===== src/rtl/apb3_fifo_slave.sv =====
// APB3 slave fronting an 8x32 push FIFO that drains to a fabric consumer.
// Control/status registers, scratch register and a level interrupt to the MSS.
module apb3_fifo_slave (
  input  logic        FAB_CLK,
  input  logic        FAB_RESET,
  input  logic        PSEL,
  input  logic        PENABLE,
  input  logic        PWRITE,
  input  logic [7:0]  PADDR,
  input  logic [31:0] PWDATA,
  output logic [31:0] PRDATA,
  output logic        PREADY,
  output logic        PSLVERR,
  output logic [31:0] DATA_OUT,
  output logic        DATA_VALID,
  input  logic        DATA_READY,
  output logic        IRQ
);

  typedef enum logic [1:0] {IDLE, SETUP, RWAIT, DONE} state_t;

  state_t      state_reg, state_next;
  logic        en_reg, irq_en_reg, ovf_reg, irq_reg;
  logic [31:0] scratch_reg, rdata_reg;
  logic        rerr_reg;
  logic [31:0] mem [0:7];
  logic [2:0]  wr_ptr_reg, rd_ptr_reg;
  logic [3:0]  count_reg;

  logic        access, addr_ok, full, empty, valid;
  logic        wr_fire, rd_fire, wr_err, rd_err, push, pop, flush;
  logic [1:0]  idx;
  logic [31:0] rd_value;

  assign access  = PSEL & PENABLE;
  assign addr_ok = (PADDR[7:4] == 4'd0) && (PADDR[1:0] == 2'd0);
  assign idx     = PADDR[3:2];
  assign full    = (count_reg == 4'd8);
  assign empty   = (count_reg == 4'd0);

  assign wr_fire = (state_reg == SETUP) & access & PWRITE & ~FAB_RESET;
  assign rd_fire = (state_reg == SETUP) & access & ~PWRITE & ~FAB_RESET;
  assign wr_err  = ~addr_ok | ((idx == 2'd2) & (full | ~en_reg));
  assign rd_err  = ~addr_ok | (idx == 2'd2);

  // FULL is taken before any same-edge pop, so a push to a full FIFO is always rejected
  assign push  = wr_fire & addr_ok & (idx == 2'd2) & ~full & en_reg;
  assign flush = wr_fire & addr_ok & (idx == 2'd0) & PWDATA[2];
  assign valid = en_reg & ~empty & ~FAB_RESET;
  assign pop   = valid & DATA_READY;

  assign DATA_VALID = valid;
  assign DATA_OUT   = valid ? mem[rd_ptr_reg] : 32'd0;
  assign IRQ        = irq_reg & ~FAB_RESET;

  always_comb begin
    rd_value = 32'd0;
    case (idx)
      2'd0: rd_value = {30'd0, irq_en_reg, en_reg};
      2'd1: rd_value = {25'd0, ovf_reg, empty, full, count_reg};
      2'd3: rd_value = scratch_reg;
      default: rd_value = 32'd0;
    endcase
  end

  always_comb begin
    state_next = state_reg;
    PREADY     = 1'b0;
    PSLVERR    = 1'b0;
    PRDATA     = 32'd0;
    case (state_reg)
      IDLE: begin
        if (PSEL & ~PENABLE) state_next = SETUP;
      end
      SETUP: begin
        if (~PSEL) begin
          state_next = IDLE;
        end else if (PENABLE) begin
          if (PWRITE) begin
            state_next = DONE;
            PREADY     = 1'b1;
            PSLVERR    = wr_err;
          end else begin
            state_next = RWAIT;
          end
        end
      end
      RWAIT: begin
        if (access) begin
          state_next = DONE;
          PREADY     = 1'b1;
          PSLVERR    = rerr_reg;
          PRDATA     = rdata_reg;
        end else begin
          state_next = IDLE;
        end
      end
      DONE: begin
        // a master issuing back-to-back transfers puts its next setup here
        state_next = (PSEL & ~PENABLE) ? SETUP : IDLE;
      end
      default: state_next = IDLE;
    endcase
    if (FAB_RESET) begin
      PREADY  = 1'b0;
      PSLVERR = 1'b0;
      PRDATA  = 32'd0;
    end
  end

  always_ff @(posedge FAB_CLK) begin
    if (FAB_RESET) begin
      state_reg   <= IDLE;
      en_reg      <= 1'b0;
      irq_en_reg  <= 1'b0;
      ovf_reg     <= 1'b0;
      irq_reg     <= 1'b0;
      scratch_reg <= 32'd0;
      rdata_reg   <= 32'd0;
      rerr_reg    <= 1'b0;
      wr_ptr_reg  <= 3'd0;
      rd_ptr_reg  <= 3'd0;
      count_reg   <= 4'd0;
    end else begin
      state_reg <= state_next;
      irq_reg   <= irq_en_reg & (ovf_reg | (en_reg & empty));
      if (rd_fire) begin
        rdata_reg <= rd_err ? 32'd0 : rd_value;
        rerr_reg  <= rd_err;
      end
      if (wr_fire & addr_ok) begin
        case (idx)
          2'd0: begin
            en_reg     <= PWDATA[0];
            irq_en_reg <= PWDATA[1];
          end
          2'd1: if (PWDATA[6]) ovf_reg <= 1'b0;
          2'd2: if (full) ovf_reg <= 1'b1;
          default: scratch_reg <= PWDATA;
        endcase
      end
      // flush wins over a pop on the same edge
      if (flush) begin
        wr_ptr_reg <= 3'd0;
        rd_ptr_reg <= 3'd0;
        count_reg  <= 4'd0;
      end else begin
        if (push) wr_ptr_reg <= wr_ptr_reg + 3'd1;
        if (pop)  rd_ptr_reg <= rd_ptr_reg + 3'd1;
        count_reg <= count_reg + {3'd0, push} - {3'd0, pop};
      end
    end
  end

  always_ff @(posedge FAB_CLK) begin
    if (push) mem[wr_ptr_reg] <= PWDATA;
  end

endmodule


===== config.mk =====
export PLATFORM = sky130hd
export DESIGN_NAME = apb3_fifo_slave
export DESIGN_NICKNAME = d
export VERILOG_FILES = /design/src/rtl/apb3_fifo_slave.sv
export SDC_FILE = /design/constraint.sdc
export NUM_CORES = 1
export LEC_CHECK = 0
export ABC_AREA = 1
export CELL_PAD_IN_SITES_DETAIL_PLACEMENT = 0
export CELL_PAD_IN_SITES_GLOBAL_PLACEMENT = 1
export CORE_AREA = 2 2 241 124
export CTS_CLUSTER_SIZE = 20
export DETAILED_ROUTE_END_ITERATION = 6
export DIE_AREA = 0 0 243 126
export HOLD_SLACK_MARGIN = 0.12
export PLACE_DENSITY = 0.8
export SYNTH_ARGS = -nofsm -noshare
export SYNTH_HDL_FRONTEND = slang
export SYNTH_SLANG_ARGS = --single-unit

===== constraint.sdc =====
create_clock -name FAB_CLK -period 8.9 [get_ports FAB_CLK]
set_clock_uncertainty 0.2 [all_clocks]
set_input_delay 1.78 -clock FAB_CLK [delete_from_list [all_inputs] [get_ports FAB_CLK]]
set_output_delay 1.78 -clock FAB_CLK [all_outputs]
set_load 0.005 [all_outputs]

# Yosys cells after proc, flatten, opt, wreduce, memory -nomap -nowiden

Memories as Yosys holds them, arrays and structs flattened. A register that Yosys moved wholly into a read port is not among the register bits.
Index checks and enable logic that the tools add are counted.

Bits in registers: 81
Bits in latches: 0
Memory bits (writable): 256
Bits in read-only memories: 0
Output and inout port bits: 68
Word-level logic and storage cells: 104
Memories kept: 1

Memories:

| memory | words | width | rd ports | clocked after Yosys merged registers in | wr ports | line | RTL |
|---|---|---|---|---|---|---|---|
| mem    | 8     | 32    | 1        | 1                                       | 1        | 26   | `logic [31:0] mem [0:7];` |

Add/subtract/negate cells: 4
$mul: 0
Div/mod/pow operators: 0
Magnitude comparators: 0
Equality and inequality tests: 11
Shift-type cells: 0
Multiplexer cells: 32
Bitwise gates (word level): 32
Reductions and logical operators: 13

Operator list:

| kind                | count |
|---|---|
| $mux 32             | 5 |
| $pmux 32 s3         | 1 |
| $and 1x1->1         | 20 |
| $mux 1              | 16 |
| $eq 2x2->1 const B  | 4 |
| $logic_not 4->1     | 2 |
| $mux 2              | 4 |
| $not 1->1           | 8 |
| $pmux 2 s4          | 1 |
| $add 3x1->3 const B | 2 |
| $logic_not 2->1     | 3 |
| $mux 3              | 2 |
| $ne 2x2->1 const B  | 3 |
| $pmux 1 s2          | 3 |
| $reduce_and 2->1    | 3 |
| $add 4x1->4         | 1 |
| $eq 2x1->1 const B  | 2 |
| $eq 4x4->1 const B  | 1 |
| $or 1x1->1          | 4 |
| $reduce_and 4->1    | 1 |
| $sub 4x1->4         | 1 |
| $ne 3x3->1 const B  | 1 |
| $reduce_or 3->1     | 1 |
| $reduce_bool 2->1   | 1 |
| other kinds (2)     | 2 |

# Longest topological paths before layout

Gate-level depths: netlist of run 1.

Word-level depth: 10
Depth in mapped cells: 15
Gate-level depth less buffers: 14

# Worst setup path after synthesis of run 1

Ideal clock, no wire load.

Path type: input to register
From: in FAB_RESET
To: mem mem[1][0], enable pin
Arrival: 4812 ps
Data required time: 8239 ps
Slack: 3427 ps
Cell stages on the path: 9
Cells stage by stage: buf_6 > inv_6 > nand2_2 > nor2_2 > inv_2 > nor2_4 > buf_4 > nand3_1 > nor3_1

Word-level cells in the longest chain between the ends: 8

RTL lines:

| what                         | line | RTL |
|---|---|---|
| start, declared              | 5    | `input logic FAB_RESET,` |
| $not 1->1                    | 41   | `assign wr_fire = (state_reg == SETUP) & access & PWRITE & ~FAB_RESET;` |
| $and 1x1->1                  | 41   |  |
| $and 1x1->1 (4 in a row)     | 47   | `assign push = wr_fire & addr_ok & (idx == 2'd2) & ~full & en_reg;` |
| $mux 1                       | 156  | `if (push) mem[wr_ptr_reg] <= PWDATA;` |
| $mux 1 (not written as such) | 156  |  |
| end, declared                | 26   |  |

Every way passes these cells.

==> results.py, run 1 <==
metrics = {
    "run": {
        "max-cap-violations": 0,
    },
    "floorplanning": {
        "fp.dieArea_um2": 30600,
        "floorplan.die.width_um": 243,
        "std_cell_rows": 44,
        "die_h_um": 126,
        "num_io_pins": 114,
        "core_um2": 28500,
        "start_util_pct": 48.6,
    },
    "worst_setup_path": {
        "timing.critical_path.buf_inv": 3,
        "worst_path_dominant_cell_family": "buffers and inverters",
        "worst_setup_path_type": "flop to output port",
        "critical_path_peak_fanout": 104,
        "critical_path.max_stage_delay_ns": 0.82,
        "highest_delay_cell_along_the_critical_path": "sky130_fd_sc_hd__dfxtp_4",
        "critPathRequiredTime_ns": 6.92,
        "cp_cell_sequence": "clkinv_2 > buf_4 > nor2_1 > o21ai_0 > a21oi_1 > nor3_1 > clkdlybuf4s50_1",
        "cp-end-kind": "output port",
        "critPathLaunchType": "flop",
        "crit_arrival_ns": 3.83,
    },
    "clock_network": {
        "postCtsHoldBufs": 0,
        "tritoncts.num_buffers": 29,
        "clock-sinks": 340,
        "cts.path.max_buffers": 3,
        "clk_pin_slew_worst_paths_ns": 0.07,
        "postCtsSetupBuffers": 0,
        "clock-root-buffer": "sky130_fd_sc_hd__clkbuf_16",
        "cts_htree_levels": 1,
        "tritoncts": "yes",
        "ctsResizeCount": 0,
        "clock_latency_ns": 0.56,
    },
    "drt": {
        "routed_wirelength_um": 33300,
        "routed-wl-met2_um": 14800,
        "detail_route.iter0.violations": 793,
        "drcViolationCount": 0,
        "dr.pass1.iters": 5,
        "met1Wirelength_um": 16000,
        "routed-via-count": 9599,
        "routed-wl-met3_um": 2020,
        "routed_wire_length_per_instance_um": 18.4,
        "route.antenna.remaining_nets": 0,
        "highest_layer": "met4",
        "detail_route.vias_per_cell": 5.32,
    },
    "synthesis": {
        "postSynthCellCount": 1306,
        "synth_seq_cells": 340,
        "synth.net_count": 1366,
        "mappedNetlistArea_um2": 13900,
        "yosys_warnings": 0,
        "synth.distinct_cells": 35,
        "synth_seq_area_share_pct": 67.6,
        "syn_area_per_cell_um2": 10.6,
    },
    "sta": {
        "final-setup-viol-count": 0,
        "timing.slew.headroom_pct": 20.9,
        "final_min_period_over_clock_period_pct": 65.2,
        "rsz_0062_raised_after_global_routing": "no",
        "max_clock_freq_mhz": 172,
        "number_of_hold_violations_in_the_final_report": 0,
        "setup_total_negative_slack_ns": 0,
        "timing.final.max_slew_violations": 0,
        "fin_hold_ws_ns": 0.265,
        "worst_pin_slew_ns": 1.19,
        "min_period_ns": 5.81,
    },
    "placement": {
        "placed_cell_area_um2": 15300,
        "dp.final_hpwl_um": 20100,
        "routability_congestion": 0.755,
        "io_buffer_count": 113,
    },
    "hold_path": {
        "min-delay-path-class": "flop to flop",
    },
    "grt": {
        "globalRoute.totalOverflow": 0,
        "first_pass_grt_wire_length_um": 51500,
        "grt_use_total_pct": 21.7,
        "grt_max_degree": 105,
        "grt_pass1_vias": 8875,
        "number_of_antenna_violations_at_the_first_check_in_global_routing": 0,
    },
    "layout": {
        "nNetsFinal": 1453,
        "layout-drive-gt1-share_pct": 8.27,
        "syn_to_final_growth_pct": 17.8,
        "antennaDiodeCount": 0,
        "largest_register_ffs": 256,
        "postLayoutCellArea_um2": 16300,
    },
    "power_and_ir_drop": {
        "ir_drop_mv": 0.131,
        "report.power.total_mw": 3.10,
        "p_per_area_nw_per_um2": 190,
        "leakagePower_nw": 5.44,
    },
    "outcome": {
        "run_status": "complete, no violations",
    },
}
per-layer routing:
layer	global-route usage (%)	vias to the layer above
met5	0	-
met4	4.26	0
met3	3.47	40
met2	33.3	271
met1	33.0	4616
li1	-	4672
area by class of cell:
cell class	count	area, um^2
fill	2474	12200
sequential	340	9370
multi-input combinational	853	4030
timing repair buffer	134	1280
clock buffer	41	872
tap	391	489
inverter	35	139
clock inverter	12	136
Yosys cell counts (all sizes together):
| master | n | share of area [%] |
|---|---|---|
| o21ai | 75 | 2.7 |
| nand3 | 81 | 2.9 |
| and3 | 1 | 0.045 |
| clkbuf | 39 | 1.1 |
| edfxtp | 256 | 55 |
| fa | 1 | 0.14 |
| inv | 34 | 0.96 |
| xnor2 | 2 | 0.13 |
| nand4 | 2 | 0.090 |
| buf | 39 | 1.6 |
| a31oi | 1 | 0.045 |
| nor3 | 39 | 1.5 |
| nand2 | 305 | 8.4 |
| a21oi | 114 | 4.1 |
| nor2 | 189 | 5.3 |
| ha | 13 | 1.2 |
| or2 | 2 | 0.090 |
| dfxtp | 84 | 12 |
| clkinv | 1 | 0.036 |
| o211ai | 1 | 0.054 |
| o22ai | 25 | 2.0 |
| nand3b | 2 | 0.11 |
worst paths after layout:
path / start / to / slack (ns) / cells past startpoint
worst max-delay path: flop / DATA_OUT[22] / 3.09 / 7
worst min-delay path: scratch_reg[12] / scratch_reg[12] / 0.27 / 2
worst max register to register: state_reg[1] / mem[5][24] / 5.87 / 9
worst min register to register: scratch_reg[12] / scratch_reg[12] / 0.27 / 2
report_power, final:
group | leakage (nW) | total [mW] | internal (mW) | switching (mW)
Sequential | 2.98 | 1.70 | 1.70 | 0.00104
Clock | 0.497 | 1.33 | 0.770 | 0.560
Combinational | 1.96 | 0.0641 | 0.0222 | 0.0419
stage by stage:
step / worst slack, ns / util [%] / std cells
3_3_place_gp: 3.17 / 53.7 / 1753
5_1_grt: 2.74 / 57.2 / 1806
2_1_floorplan: 3.43 / - / 1306
6_report: 3.09 / 57.2 / 1806
3_5_place_dp: 3.09 / 53.7 / 1753
4_1_cts: 3.07 / 57.2 / 1806
worst min-delay path, delay by kind of cell (launching register included):
family	cells	cell delay (ns)
flip-flops	1	0.31
AO/OA/AOI/OAI	1	0.05
AND/OR/NAND/NOR	1	0.06
placed cells by master, fill, tap and decap left out, types with 27 or more instances in the layout:
master / n
sky130_fd_sc_hd__clkdlybuf4s50_1: 112
sky130_fd_sc_hd__nand2_1: 302
sky130_fd_sc_hd__inv_1: 27
sky130_fd_sc_hd__clkbuf_16: 32
sky130_fd_sc_hd__dfxtp_1: 82
sky130_fd_sc_hd__a21oi_1: 114
sky130_fd_sc_hd__edfxtp_1: 256
sky130_fd_sc_hd__o21ai_0: 74
sky130_fd_sc_hd__nand3_1: 81
sky130_fd_sc_hd__nor2_1: 183
sky130_fd_sc_hd__nor3_1: 32
cells by family after synthesis:
family,Yosys count,synth area share (%)
AO/OA/AOI/OAI,216,8.96
XOR/XNOR,2,0.126
adder cells (fa/ha/maj),14,1.32
buffers and inverters,113,3.63
flip-flops,340,67.6
AND/OR/NAND/NOR,621,18.4
Power figures use the tool's default switching activity.
==> inputs of run 2 (changes only) <==
CORE_AREA = 2 2 264 136   (was 2 2 241 124)
DIE_AREA = 0 0 266 138   (was 0 0 243 126)
PLACE_DENSITY = 0.71   (was 0.8)
clock period = 5 ns   (was 8.9 ns; I/O delays follow)
==> results.py, run 2 (synthesis results as in run 1) <==
metrics = {
    "clock_network": {
        "cts.path.max_buffers": 3,
        "clock-sinks": 340,
        "cts_htree_levels": 1,
        "clock_latency_ns": 0.57,
        "clock-root-buffer": "sky130_fd_sc_hd__clkbuf_16",
        "clk_pin_slew_worst_paths_ns": 0.06,
        "tritoncts": "yes",
        "postCtsSetupBuffers": 0,
        "postCtsHoldBufs": 0,
        "tritoncts.num_buffers": 31,
        "ctsResizeCount": 0,
    },
    "floorplanning": {
        "floorplan.die.width_um": 266,
        "fp.dieArea_um2": 36700,
        "die_h_um": 138,
        "num_io_pins": 114,
        "core_um2": 34800,
        "start_util_pct": 39.8,
        "std_cell_rows": 49,
    },
    "sta": {
        "min_period_ns": 4.28,
        "final-setup-viol-count": 0,
        "number_of_hold_violations_in_the_final_report": 0,
        "max_clock_freq_mhz": 233,
        "timing.slew.headroom_pct": 40.0,
        "timing.final.max_slew_violations": 0,
        "final_min_period_over_clock_period_pct": 85.7,
        "rsz_0062_raised_after_global_routing": "no",
        "setup_total_negative_slack_ns": 0,
        "worst_pin_slew_ns": 0.900,
    },
    "grt": {
        "met3_layer_usage_reported_by_global_route_pct": 2.90,
        "global_route.peak_usage_layer": "met1",
        "grt_use_total_pct": 18.8,
        "grt_util_met2_pct": 27.6,
        "global_route.usage.met1_pct": 29.5,
        "number_of_antenna_violations_at_the_first_check_in_global_routing": 1,
        "first_pass_grt_wire_length_um": 53400,
        "grt_pass1_vias": 9053,
        "globalRoute.totalOverflow": 0,
        "grt_max_degree": 85,
    },
    "layout": {
        "final_cell_mix": "302 x sky130_fd_sc_hd__nand2_1, 256 x sky130_fd_sc_hd__edfxtp_1, 183 x sky130_fd_sc_hd__nor2_1, 114 x sky130_fd_sc_hd__a21oi_1, 112 x sky130_fd_sc_hd__clkdlybuf4s50_1",
        "syn_to_final_growth_pct": 19.0,
        "fin_util_pct": 47.3,
        "final_common_cell": "sky130_fd_sc_hd__nand2_1",
        "largest_register_ffs": 256,
        "layout-drive-gt1-share_pct": 8.37,
        "fillers": 3197,
        "postLayoutCellArea_um2": 16500,
        "nNetsFinal": 1458,
    },
    "worst_setup_path": {
        "worst_setup_path_type": "flop to output port",
        "critical_path_peak_fanout": 63,
        "critPathLaunchType": "flop",
        "crit_arrival_ns": 3.08,
        "cp-end-kind": "output port",
        "critPathRequiredTime_ns": 3.80,
    },
    "placement": {
        "placed_cell_area_um2": 15500,
        "io_buffer_count": 113,
        "dp.final_hpwl_um": 20200,
        "routability_congestion": 0.781,
    },
    "drt": {
        "route.antenna.remaining_nets": 0,
        "dr.pass1.iters": 5,
        "routed_wirelength_um": 34600,
        "detail_route.iter0.violations": 740,
        "drcViolationCount": 0,
        "routed_wire_length_per_instance_um": 18.4,
        "routed-via-count": 9507,
        "detail_route.vias_per_cell": 5.05,
    },
    "power_and_ir_drop": {
        "leakagePower_nw": 5.48,
        "ir_drop_mv": 0.244,
        "report.power.total_mw": 5.53,
        "p_per_area_nw_per_um2": 336,
    },
    "run": {
        "max-cap-violations": 0,
    },
    "hold_path": {
        "min-delay-path-class": "flop to flop",
    },
    "outcome": {
        "run_status": "complete, no violations",
    },
}
run 2: cell count changes in the layout (fill, tap and decap cells not counted), moves of 2 or more:
cell                       change
sky130_fd_sc_hd__clkbuf_8      +3
sky130_fd_sc_hd__inv_1         +2
sky130_fd_sc_hd__buf_12        +3
sky130_fd_sc_hd__clkbuf_4      -2
sky130_fd_sc_hd__clkinv_1      +2
run 2: power breakdown:
group / switching, mW / internal (mW)
registers: 0.00175 / 3.03
logic: 0.0780 / 0.0408
clock network: 1.01 / 1.37
run 2: layout make-up:
type	instances	area, um^2	area share, %
Sequential cell	340	9370	56.9
Inverter	35	139	0.842
Antenna cell	1	2.50	0.0152
Tap cell	459	574	3.48
Timing Repair Buffer	137	1340	8.15
Multi-Input combinational cell	853	4030	24.5
Clock inverter	15	148	0.896
Clock buffer	41	873	5.30
run 2: final timing paths:
path,from,to,slack [ns],cells after the start
setup / recovery,flop,DATA_OUT[2],0.72,7
hold / removal,irq_en_reg,irq_reg,0.26,2
setup reg to reg,state_reg[1],count_reg[2],2.06,13
hold reg to reg,irq_en_reg,irq_reg,0.26,2
run 2: per-stage QoR:
step                worst slack (ns)  std cells  hold slack, ns
finish                         0.716       1881           0.264
global route                   0.514       1880           0.277
CTS                            0.706       1880           0.265
detailed placement             0.903       1824           0.256
global placement               0.950       1824           0.256
floorplan                      0.307       1306           0.230
run 2: worst max-delay path, cell delays in order (launching register included):
cell and delay [ns]:
sky130_fd_sc_hd__dfxtp_4 0.52, sky130_fd_sc_hd__clkinv_2 0.22, sky130_fd_sc_hd__buf_12 0.31, sky130_fd_sc_hd__nor2_1 0.06, sky130_fd_sc_hd__o21ai_0 0.23, sky130_fd_sc_hd__a21oi_1 0.10, sky130_fd_sc_hd__nor3_1 0.41, sky130_fd_sc_hd__clkdlybuf4s50_1 0.61
run 2: per-layer routing:
layer	vias to the layer above	share of wire [%]
li1	4680	-
met1	4560	50
met2	225	43
met3	42	4.9
met4	0	1.8
met5	-	0
